## src/rtl/life_pkg.sv

```systemverilog
// Shared definitions for the Game-of-Life board controller: key event codes,
// controller state encoding and the engine hand-off timeout.
package life_pkg;

  // One-cycle key events presented on the keys input
  typedef enum logic [2:0] {
    KEY_NONE  = 3'd0,
    KEY_UP    = 3'd1,
    KEY_DOWN  = 3'd2,
    KEY_LEFT  = 3'd3,
    KEY_RIGHT = 3'd4,
    KEY_FLIP  = 3'd5,
    KEY_NEXT  = 3'd6,
    KEY_RUN   = 3'd7
  } key_e;

  // Controller states
  typedef enum logic [2:0] {
    S_IDLE     = 3'd0,
    S_FLIP_RD  = 3'd1,
    S_FLIP_WR  = 3'd2,
    S_GEN_WAIT = 3'd3,
    S_GEN      = 3'd4
  } state_e;

  // Cycles GEN_WAIT waits for the engine to raise busy before giving up
  localparam int WAIT_TIMEOUT = 4;
  localparam int WAIT_W       = 3;

endpackage

```

## src/rtl/life_ctrl_if.sv

```systemverilog
// Cell-memory port and generation-engine handshake shared by the controller
// (master) and the memory/engine side (slave).
interface life_ctrl_if #(
  parameter int X     = 16,
  parameter int LOG2Y = 4
);
  logic             eng_start;
  logic             eng_busy;
  logic [LOG2Y-1:0] mem_addr;
  logic             mem_we;
  logic [X-1:0]     mem_wdata;
  logic [X-1:0]     mem_rdata;

  modport master (
    output eng_start,
    input  eng_busy,
    output mem_addr,
    output mem_we,
    output mem_wdata,
    input  mem_rdata
  );

  modport slave (
    input  eng_start,
    output eng_busy,
    input  mem_addr,
    input  mem_we,
    input  mem_wdata,
    output mem_rdata
  );
endinterface

```

## src/rtl/life_scan.sv

```systemverilog
// Display scanner: walks rows 0..Y-1, holding each for ROW_HOLD cycles. At the
// start of a slot it requests a read of the row; while the request is denied the
// slot timer is frozen and the previous row/col stay on the display.
module life_scan #(
  parameter int X        = 16,
  parameter int Y        = 16,
  parameter int LOG2Y    = 4,
  parameter int ROW_HOLD = 16
) (
  input  logic             clk,
  input  logic             reset,
  output logic             o_req,
  input  logic             i_grant,
  output logic [LOG2Y-1:0] o_addr,
  input  logic [X-1:0]     i_rdata,
  output logic [Y-1:0]     o_row,
  output logic [X-1:0]     o_col
);
  localparam int HW = (ROW_HOLD > 1) ? $clog2(ROW_HOLD) : 1;
  localparam logic [HW-1:0]    HMAX = HW'(ROW_HOLD - 1);
  localparam logic [LOG2Y-1:0] YMAX = LOG2Y'(Y - 1);

  logic [LOG2Y-1:0] r_idx;
  logic [HW-1:0]    r_hold;
  logic             r_req;
  logic             r_load;
  logic [LOG2Y-1:0] r_load_idx;
  logic [Y-1:0]     r_row;
  logic [X-1:0]     r_col;
  logic             w_stall;

  assign w_stall = r_req && !i_grant;
  assign o_req   = r_req;
  assign o_addr  = r_idx;
  assign o_row   = r_row;
  assign o_col   = r_col;

  // Slot sequencing: advance the hold counter unless a read request is waiting
  always_ff @(posedge clk or posedge reset) begin
    if (reset) begin
      r_idx  <= '0;
      r_hold <= '0;
      r_req  <= 1'b1;
    end else if (!w_stall) begin
      if (r_req) r_req <= 1'b0;
      if (r_hold == HMAX) begin
        r_hold <= '0;
        r_idx  <= (r_idx == YMAX) ? '0 : r_idx + LOG2Y'(1);
        r_req  <= 1'b1;
      end else begin
        r_hold <= r_hold + HW'(1);
      end
    end
  end

  // Read data arrives the cycle after the grant; latch it with the row it belongs to
  always_ff @(posedge clk or posedge reset) begin
    if (reset) begin
      r_load     <= 1'b0;
      r_load_idx <= '0;
      r_row      <= '0;
      r_col      <= '0;
    end else begin
      r_load <= r_req && i_grant;
      if (r_req && i_grant) r_load_idx <= r_idx;
      if (r_load) begin
        r_row <= Y'(1) << r_load_idx;
        r_col <= i_rdata;
      end
    end
  end
endmodule

```

## src/rtl/life_ctrl.sv

```systemverilog
// Game-of-Life board controller: cursor editing with read-modify-write cell
// flips, single-step and free-running generation requests to the engine, and
// arbitration of the single cell-memory port between engine, flip and display.
module life_ctrl
  import life_pkg::*;
#(
  parameter int X          = 16,
  parameter int Y          = 16,
  parameter int LOG2X      = 4,
  parameter int LOG2Y      = 4,
  parameter int ROW_HOLD   = 16,
  parameter int GEN_PERIOD = 256
) (
  input  logic              clk,
  input  logic              reset,
  input  logic [2:0]        keys,
  life_ctrl_if.master       bus,
  output logic [Y-1:0]      row,
  output logic [X-1:0]      col,
  output logic [LOG2X-1:0]  cur_x,
  output logic [LOG2Y-1:0]  cur_y,
  output logic              running
);
  localparam int TW = (GEN_PERIOD > 1) ? $clog2(GEN_PERIOD) : 1;
  localparam logic [TW-1:0]    TMAX = TW'(GEN_PERIOD - 1);
  localparam logic [LOG2X-1:0] XMAX = LOG2X'(X - 1);
  localparam logic [LOG2Y-1:0] YMAX = LOG2Y'(Y - 1);

  state_e            r_state;
  state_e            w_next;
  logic [LOG2X-1:0]  r_cur_x;
  logic [LOG2Y-1:0]  r_cur_y;
  logic              r_running;
  logic              r_pending;
  logic              r_eng_start;
  logic [TW-1:0]     r_timer;
  logic [WAIT_W-1:0] r_wait;

  logic              w_idle;
  logic              w_run_key;
  logic              w_key_ok;
  logic              w_flip_go;
  logic              w_gen_go;
  logic              w_expire;
  logic              w_scan_req;
  logic              w_scan_grant;
  logic [LOG2Y-1:0]  w_scan_addr;

  assign w_idle    = (r_state == S_IDLE);
  assign w_run_key = (keys == KEY_RUN);
  // Edit keys only count in IDLE while stopped and with no queued generation
  assign w_key_ok  = w_idle && !r_running && !r_pending;
  assign w_flip_go = w_key_ok && (keys == KEY_FLIP);
  assign w_gen_go  = w_idle && (r_pending || (!r_running && keys == KEY_NEXT));
  assign w_expire  = r_running && !w_run_key && (r_timer == TMAX);
  // Engine and flip own the port outside IDLE; a flip starting now also beats the scan
  assign w_scan_grant = w_scan_req && w_idle && !w_flip_go;

  assign bus.eng_start = r_eng_start;
  assign cur_x         = r_cur_x;
  assign cur_y         = r_cur_y;
  assign running       = r_running;

  // State register
  always_ff @(posedge clk or posedge reset) begin
    if (reset) r_state <= S_IDLE;
    else       r_state <= w_next;
  end

  // Next-state logic
  always_comb begin
    w_next = r_state;
    case (r_state)
      S_IDLE: begin
        if (w_gen_go)       w_next = S_GEN_WAIT;
        else if (w_flip_go) w_next = S_FLIP_RD;
      end
      S_FLIP_RD: w_next = S_FLIP_WR;
      S_FLIP_WR: w_next = S_IDLE;
      S_GEN_WAIT: begin
        if (bus.eng_busy)                              w_next = S_GEN;
        else if (r_wait == WAIT_W'(WAIT_TIMEOUT - 1))  w_next = S_IDLE;
      end
      S_GEN: if (!bus.eng_busy) w_next = S_IDLE;
      default: w_next = S_IDLE;
    endcase
  end

  // Memory port mux: engine states leave the port idle at address 0
  always_comb begin
    bus.mem_addr  = '0;
    bus.mem_we    = 1'b0;
    bus.mem_wdata = '0;
    case (r_state)
      S_FLIP_RD: bus.mem_addr = r_cur_y;
      S_FLIP_WR: begin
        bus.mem_addr  = r_cur_y;
        bus.mem_we    = 1'b1;
        bus.mem_wdata = bus.mem_rdata ^ (X'(1) << r_cur_x);
      end
      S_IDLE: if (w_scan_grant) bus.mem_addr = w_scan_addr;
      default: ;
    endcase
  end

  // Engine start pulse and GEN_WAIT timeout counter
  always_ff @(posedge clk or posedge reset) begin
    if (reset) begin
      r_eng_start <= 1'b0;
      r_wait      <= '0;
    end else begin
      r_eng_start <= w_gen_go;
      r_wait      <= (r_state == S_GEN_WAIT) ? r_wait + WAIT_W'(1) : '0;
    end
  end

  // Cursor movement with wrap-around in both directions
  always_ff @(posedge clk or posedge reset) begin
    if (reset) begin
      r_cur_x <= '0;
      r_cur_y <= '0;
    end else if (w_key_ok) begin
      case (keys)
        KEY_UP:    r_cur_y <= (r_cur_y == '0)   ? YMAX : r_cur_y - LOG2Y'(1);
        KEY_DOWN:  r_cur_y <= (r_cur_y == YMAX) ? '0   : r_cur_y + LOG2Y'(1);
        KEY_LEFT:  r_cur_x <= (r_cur_x == '0)   ? XMAX : r_cur_x - LOG2X'(1);
        KEY_RIGHT: r_cur_x <= (r_cur_x == XMAX) ? '0   : r_cur_x + LOG2X'(1);
        default: ;
      endcase
    end
  end

  // Run flag, generation timer and pending generation (extra expiries collapse into one)
  always_ff @(posedge clk or posedge reset) begin
    if (reset) begin
      r_running <= 1'b0;
      r_timer   <= '0;
      r_pending <= 1'b0;
    end else begin
      if (w_run_key) r_running <= !r_running;
      if (!r_running || w_run_key) r_timer <= '0;
      else if (r_timer == TMAX)    r_timer <= '0;
      else                         r_timer <= r_timer + TW'(1);
      r_pending <= (r_pending && !w_idle) || w_expire;
    end
  end

  life_scan #(
    .X        (X),
    .Y        (Y),
    .LOG2Y    (LOG2Y),
    .ROW_HOLD (ROW_HOLD)
  ) u_scan (
    .clk     (clk),
    .reset   (reset),
    .o_req   (w_scan_req),
    .i_grant (w_scan_grant),
    .o_addr  (w_scan_addr),
    .i_rdata (bus.mem_rdata),
    .o_row   (row),
    .o_col   (col)
  );
endmodule

```

## src/flat_wrapper.sv

```systemverilog
// flat-port wrapper written by rule: the top's interface ports become plain ports
module life_ctrl_flat import life_pkg::*;
#(
  parameter int X          = 16,
  parameter int Y          = 16,
  parameter int LOG2X      = 4,
  parameter int LOG2Y      = 4,
  parameter int ROW_HOLD   = 16,
  parameter int GEN_PERIOD = 256
)
  (clk, reset, keys, row, col, cur_x, cur_y, running, bus_eng_start, bus_eng_busy, bus_mem_addr, bus_mem_we, bus_mem_wdata, bus_mem_rdata);
  life_ctrl_if #(.X(X), .LOG2Y(LOG2Y)) bus_i ();
  input  logic clk;
  input  logic reset;
  input  logic [2:0] keys;
  output logic [Y-1:0] row;
  output logic [X-1:0] col;
  output logic [LOG2X-1:0] cur_x;
  output logic [LOG2Y-1:0] cur_y;
  output logic running;
  output wire logic [$bits(bus_i.eng_start)-1:0] bus_eng_start;
  input wire logic [$bits(bus_i.eng_busy)-1:0] bus_eng_busy;
  output wire logic [$bits(bus_i.mem_addr)-1:0] bus_mem_addr;
  output wire logic [$bits(bus_i.mem_we)-1:0] bus_mem_we;
  output wire logic [$bits(bus_i.mem_wdata)-1:0] bus_mem_wdata;
  input wire logic [$bits(bus_i.mem_rdata)-1:0] bus_mem_rdata;
  assign bus_eng_start = bus_i.eng_start;
  assign bus_i.eng_busy = bus_eng_busy;
  assign bus_mem_addr = bus_i.mem_addr;
  assign bus_mem_we = bus_i.mem_we;
  assign bus_mem_wdata = bus_i.mem_wdata;
  assign bus_i.mem_rdata = bus_mem_rdata;
  life_ctrl #(.X(X), .Y(Y), .LOG2X(LOG2X), .LOG2Y(LOG2Y), .ROW_HOLD(ROW_HOLD), .GEN_PERIOD(GEN_PERIOD)) u_core (.clk(clk), .reset(reset), .keys(keys), .bus(bus_i), .row(row), .col(col), .cur_x(cur_x), .cur_y(cur_y), .running(running));
endmodule
```

## config.mk

```make
export PLATFORM = sky130hd
export DESIGN_NAME = life_ctrl_flat
export DESIGN_NICKNAME = d
export VERILOG_FILES = /design/src/rtl/life_pkg.sv /design/src/rtl/life_ctrl_if.sv /design/src/rtl/life_scan.sv /design/src/rtl/life_ctrl.sv /design/src/flat_wrapper.sv
export SDC_FILE = /design/constraint.sdc
export NUM_CORES = 1
export LEC_CHECK = 0
export CAP_MARGIN = 20
export CORE_UTILIZATION = 46
export DETAILED_ROUTE_END_ITERATION = 16
export PLACE_DENSITY_LB_ADDON = 0.25
export SYNTH_ARGS = -nofsm -noshare
export SYNTH_HDL_FRONTEND = slang
export SYNTH_HIERARCHICAL = 1
export SYNTH_SLANG_ARGS = --single-unit
```

## constraint.sdc

```tcl
create_clock -name clk -period 1.95 [get_ports clk]
set_input_delay 0.39 -clock clk [delete_from_list [all_inputs] [get_ports clk]]
set_output_delay 0.39 -clock clk [all_outputs]
set_load 0.1 [all_outputs]
```

[Word level (Yosys, flattened, before mapping)]
Index checks and enable logic that the tools add are counted.
Storage, ports and cells
  flip-flop bits (word level): 71
  input bits: 22
  output and inout port bits: 63
  logic and storage cells: 100
Cells by class
  $add $sub $neg: 8
  eq/ne operators: 20
  shift operators: 2
  multiplexer cells: 22
  bitwise operators: 2
  reductions and logical operators: 31
Operators with widths (number)
  << shifter 1 x 4 -> 16 bit (first input constant): 2
  two-way mux 4 bit: 7
  case mux 4 bit (2 select lines): 3
  two-way mux 3 bit: 6
  adder 4 x 1 -> 4 bit (second input constant): 4
  equality test 4 bit (second input constant): 4
  two-way mux 16 bit: 1
  two-way mux 8 bit: 2
  XOR 16 bit: 1
  equality test 3 x 2 -> 1 bit (second input constant): 5
  equality test 3 bit (second input constant): 5
  logical AND 1 bit: 12
  case mux 3 bit (4 select lines): 1
  adder 8 x 1 -> 8 bit (second input constant): 1
  equality test 8 bit (second input constant): 1
  logical NOT 4 bit: 2
  subtractor 4 x 1 -> 4 bit (second input constant): 2
  equality test 3 x 1 -> 1 bit (second input constant): 2
  logical NOT 1 bit: 6
  AND reduction 2 bit: 3
  nonzero test 2 bit: 2
  adder 3 x 1 -> 3 bit (second input constant): 1
  logical NOT 3 bit: 1
  logical OR 1 bit: 3
  other kinds (7): 8

[Depth between registers and ports, before layout]
  depth in word-level cells: 10
  gate-level depth with buffers: 8
  gate-level depth less buffers: 6

[Hierarchy]
The synthesis kept the hierarchy.
Modules (own cells, without submodules)
  life_ctrl: instances 1, cells each 220, area an instance 1909.3 µm², seq. area each 625.6 µm²
  life_scan: instances 1, cells each 158, area an instance 1909.3 µm², seq. area each 1152.4 µm²

[Worst setup path before layout]
Ideal clock, no wire load.
  path kind: register -> output
  start point: reg u_core.r_cur_x[0], in the netlist u_core/cur_x[0]
  end point: out bus_mem_wdata[4]
  arrival: 3.148 ns
  data required time: 1.560 ns
  slack: -1.588 ns
  stages on the path, launching flop included: 7
  buffers on the path: 0
  path through: dfrtp_1 -> inv_1 -> ha_1 -> ha_1 -> nor2b_1 -> xnor2_1 -> nor2_1
On the way
  cells in the longest elaborated chain, start to end: 3
RTL lines
  start, declared: RTL line life_ctrl.sv:31  | logic [LOG2X-1:0] r_cur_x;
  start signal, assigned: RTL line life_ctrl.sv:126  | KEY_LEFT: r_cur_x <= (r_cur_x == '0) ? XMAX : r_cur_x - LOG2X'(1);
  start signal, assigned: RTL line life_ctrl.sv:127  | KEY_RIGHT: r_cur_x <= (r_cur_x == XMAX) ? '0 : r_cur_x + LOG2X'(1);
  << shifter 1 x 4 -> 16 bit: RTL line life_ctrl.sv:99  | bus.mem_wdata = bus.mem_rdata ^ (X'(1) << r_cur_x);
  XOR 16 bit: RTL line life_ctrl.sv:99
  two-way mux 16 bit: RTL line life_ctrl.sv:94  | case (r_state)
  end, declared: RTL line flat_wrapper.sv:25  | output wire logic [$bits(bus_i.mem_wdata)-1:0] bus_mem_wdata;
No other way between the ends.

[Final worst setup path]
  start point: reg u_core.r_cur_x[0], in the netlist u_core/cur_x[0]
  end point: out bus_mem_wdata[14]
The elaborated chain is that of the path after synthesis.

==> flow_summary.toml <==
[setup_path]
max_stage_delay_ns = 0.53
cp.arrival_ns = 1.85
reg2reg_to = "u_core/cur_y[0]$_DFFE_PP0P_"
worstPathBufferInverterCount = 2
cp.depth = 6
critical_path.endpoint = "bus_mem_wdata[14]"
crit_path_start = "u_core/cur_x[0]$_DFFE_PP0P_"
critPathRequiredTime_ns = 1.56
worstSetupPathType = "reg -> out"
cp_slowest_cell = "dfrtp_4"
r2r_slack_ns = -0.04
cp_max_fo = 4
crit_family = "flip-flops"
end_kind = "primary output"
cp-start-kind = "flip-flop"
r2r-start = "u_core/r_state[0]$_DFFE_PP0P_"
reg2reg_depth = 5
path_cells = "inv_4, ha_2, nand3_1, xor2_1, nor2_4, buf_12"

[global_routing]
track_usage_pct = 22.6
overflow = 0
grt_pass1_vias = 3152
grt_pass1_wl_mm = 15.2
grt_max_degree = 44
antenna_found_initial = 0

[clock_tree]
cts.clk_slew.worst_paths_ns = 0.09
cts.path.max_buffers = 2
cts_sinks = 71
cts-root-buf = "clkbuf_8"
htreeDepth = 3
insertion_delay_ns = 0.35
postCtsHoldBufs = 0
cts_tree = "yes"
cts_buffers = 9

[place]
place_congestion = 0.888
dp_cells = 571
place_hpwl_mm = 6.70
port_buffers = 84
placed_area_mm2 = 0.00548

[pwr]
switching_power_w = 0.00563
p_clk_share_pct = 11.7
combPwrFrac_pct = 65.0
internal-power_w = 0.00507
swShare_pct = 52.6
power_frac_seq_pct = 23.3
p_leak_nw = 2.67
ir_drop_v = 0.00136
power_density_mw_per_mm2 = 1760

[floorplanning]
fp-row-count = 32
die_w_um = 93.1
die_y_um = 93.1
ios = 85
dieArea_mm2 = 0.00867
core_mm2 = 0.00789
start_util_pct = 48.4

[route]
first_pass_iters = 6
vias = 3272
final_antenna_net_count = 0
via_per_inst = 5.32
wl_per_cell_um = 16.3
drtIter0Drc = 104
drc = 0
drt_wl_total_mm = 10.0

[sta]
tightest_slew_ns = 0.490
report.final.slew_viol_count = 0
max_freq_mhz = 447
fin_crit_sh_pct = 115
setup_viol = 26
rsz0062_at_grt = "yes"
skew_ns = 0.0148
hold_viol_final = 0
period_needed_ns = 2.24
layout_setup_ws_ns = -0.287
timing.slew.headroom_pct = 67.3

[synthesis]
ys_ff_latch = 71
syn_area_per_cell_um2 = 10.1
ys_async_sr_fraction_pct = 100
synth_top_flop_cell = "dfrtp_1"
synthesis.area_mm2 = 0.00382
synth_edf_count = 0
synth.yosys.warnings = 6
syn_inst = 378
yosysSeqAreaShare_pct = 46.6
synth_cell_type_count = 62
synthesis.nets = 416

[cells_and_area]
stdcell_count = 615
final_common_cell = "buf_4"
syn_to_final_growth_pct = 59.5
final_area_mm2 = 0.00609
drive_gt1_share_pct = 47.8
mostFrequentLayoutCells = "76 x buf_4, 62 x dfrtp_1, 33 x buf_12"
insertedDiodeCount = 0
nets = 546

[flow_run]
maxCapViolations = 0

[status]
status = "complete, but fails checks"
violations = "negative setup slack"

[worst_hold_path]
hold_class = "in -> async"
[power groups by stage]
stage | combinational (W) | clock, W | sequential, W
CTS | 0.00651 | 0.00127 | 0.00254
global placement | 0.00610 | 0 | 0.00256
finish | 0.00695 | 0.00126 | 0.00249
detailed placement | 0.00622 | 0 | 0.00260
global route | 0.00723 | 0.00133 | 0.00256
floorplan | 0.00285 | 0 | 0.00426
[cell usage after synthesis (3+ instances only)]
library cell / n / area share [%]
a31oi_1: 4 / 0.66
nor2b_1: 8 / 1.3
a22o_1: 4 / 0.92
mux2_2: 20 / 5.9
xnor2_1: 11 / 2.5
nand2_1: 30 / 2.9
ha_1: 16 / 5.2
nand4_1: 10 / 1.6
inv_1: 28 / 2.8
a21o_1: 3 / 0.59
and3_1: 3 / 0.49
clkbuf_1: 7 / 0.69
o21ai_0: 25 / 3.3
buf_2: 7 / 0.92
nand3_1: 16 / 2.1
dfrtp_1: 70 / 46
a21oi_1: 3 / 0.39
and2b_1: 4 / 0.79
xor2_1: 17 / 3.9
nor2_1: 39 / 3.8
[metal layers]
layer  global-route usage, %  vias up  routed length, um  part of all wire (%)
li1                        -     1553                  -                     -
met1                    28.9     1606               4440                    44
met2                    39.0       97               5060                    50
met3                    3.17       16                373                   3.7
met4                    8.46        0                172                   1.7
met5                       0        -                  0                     0
[state kept, by name, summed over array words and instances, names as in the netlist]
name	count
u_core/r_timer	8
u_core/bus.eng_start	1
u_core/u_scan/o_addr	4
u_core/u_scan/o_req	1
u_core/cur_y	4
u_core/u_scan/r_load_idx	4
u_core/r_wait	3
u_core/cur_x	4
u_core/running	1
u_core/u_scan/r_load	1
u_core/u_scan/r_hold	4
u_core/u_scan/o_row	16
u_core/r_state	3
u_core/r_pending	1
u_core/u_scan/o_col	16
[metrics by stage]
step / hold slack, ns / util [%] / power [W] / setup WS [ns] / TNS [ns]
3_3_place_gp: 0.421 / 69.5 / 0.00867 / -0.289 / -5.76
4_1_cts: 0.351 / 74.4 / 0.0103 / -0.282 / -4.69
2_1_floorplan: 0.408 / - / 0.00712 / -0.249 / -3.49
5_1_grt: 0.370 / 77.2 / 0.0111 / -0.362 / -5.98
6_report: 0.353 / 77.2 / 0.0107 / -0.287 / -4.60
3_5_place_dp: 0.438 / 69.5 / 0.00881 / -0.326 / -6.58
[cell type report]
type | count | area, um^2
fill | 492 | 1800
inverter | 28 | 119
clock buffer | 9 | 124
sequential | 71 | 1800
clock inverter | 7 | 85.1
tap | 102 | 128
timing repair buffer | 137 | 1520
multi-input combinational | 261 | 2310
[repair_timing]
| action | in CTS | in global routing |
|---|---|---|
| pin swaps | 13 | 13 |
| resized for setup | 16 | 25 |
| buffers inserted | 13 | 15 |
| gates cloned | 1 | 0 |
| endpoints found under the setup margin | 21 | 26 |
[how the worst min path moves through the flow]
stage,cells after the start,end,slack (ns),from
global route,2,u_core/u_scan/o_col[1]$_DFFE_PP0P_,0.37,reset
detailed placement,1,u_core/r_wait[0]$_DFF_PP0_,0.44,u_core/r_wait[0]$_DFF_PP0_
CTS,2,u_core/u_scan/o_addr[2]$_DFFE_PP0P_,0.35,reset
finish,2,u_core/u_scan/o_addr[2]$_DFFE_PP0P_,0.35,reset
global placement,1,u_core/r_wait[0]$_DFF_PP0_,0.42,u_core/r_wait[0]$_DFF_PP0_
floorplan,1,u_core/r_wait[0]$_DFF_PP0_,0.41,u_core/r_wait[0]$_DFF_PP0_
[cells by family after synthesis]
group,synth area share [%]
adder cells (fa/ha/maj),5.24
multiplexers,7.21
flip-flops,46.6
XOR/XNOR,6.42
buffers and inverters,5.24
AND/OR/NAND/NOR,18.4
AO/OA/AOI/OAI,10.9
Note: power is estimated with default switching activity, not from simulation.
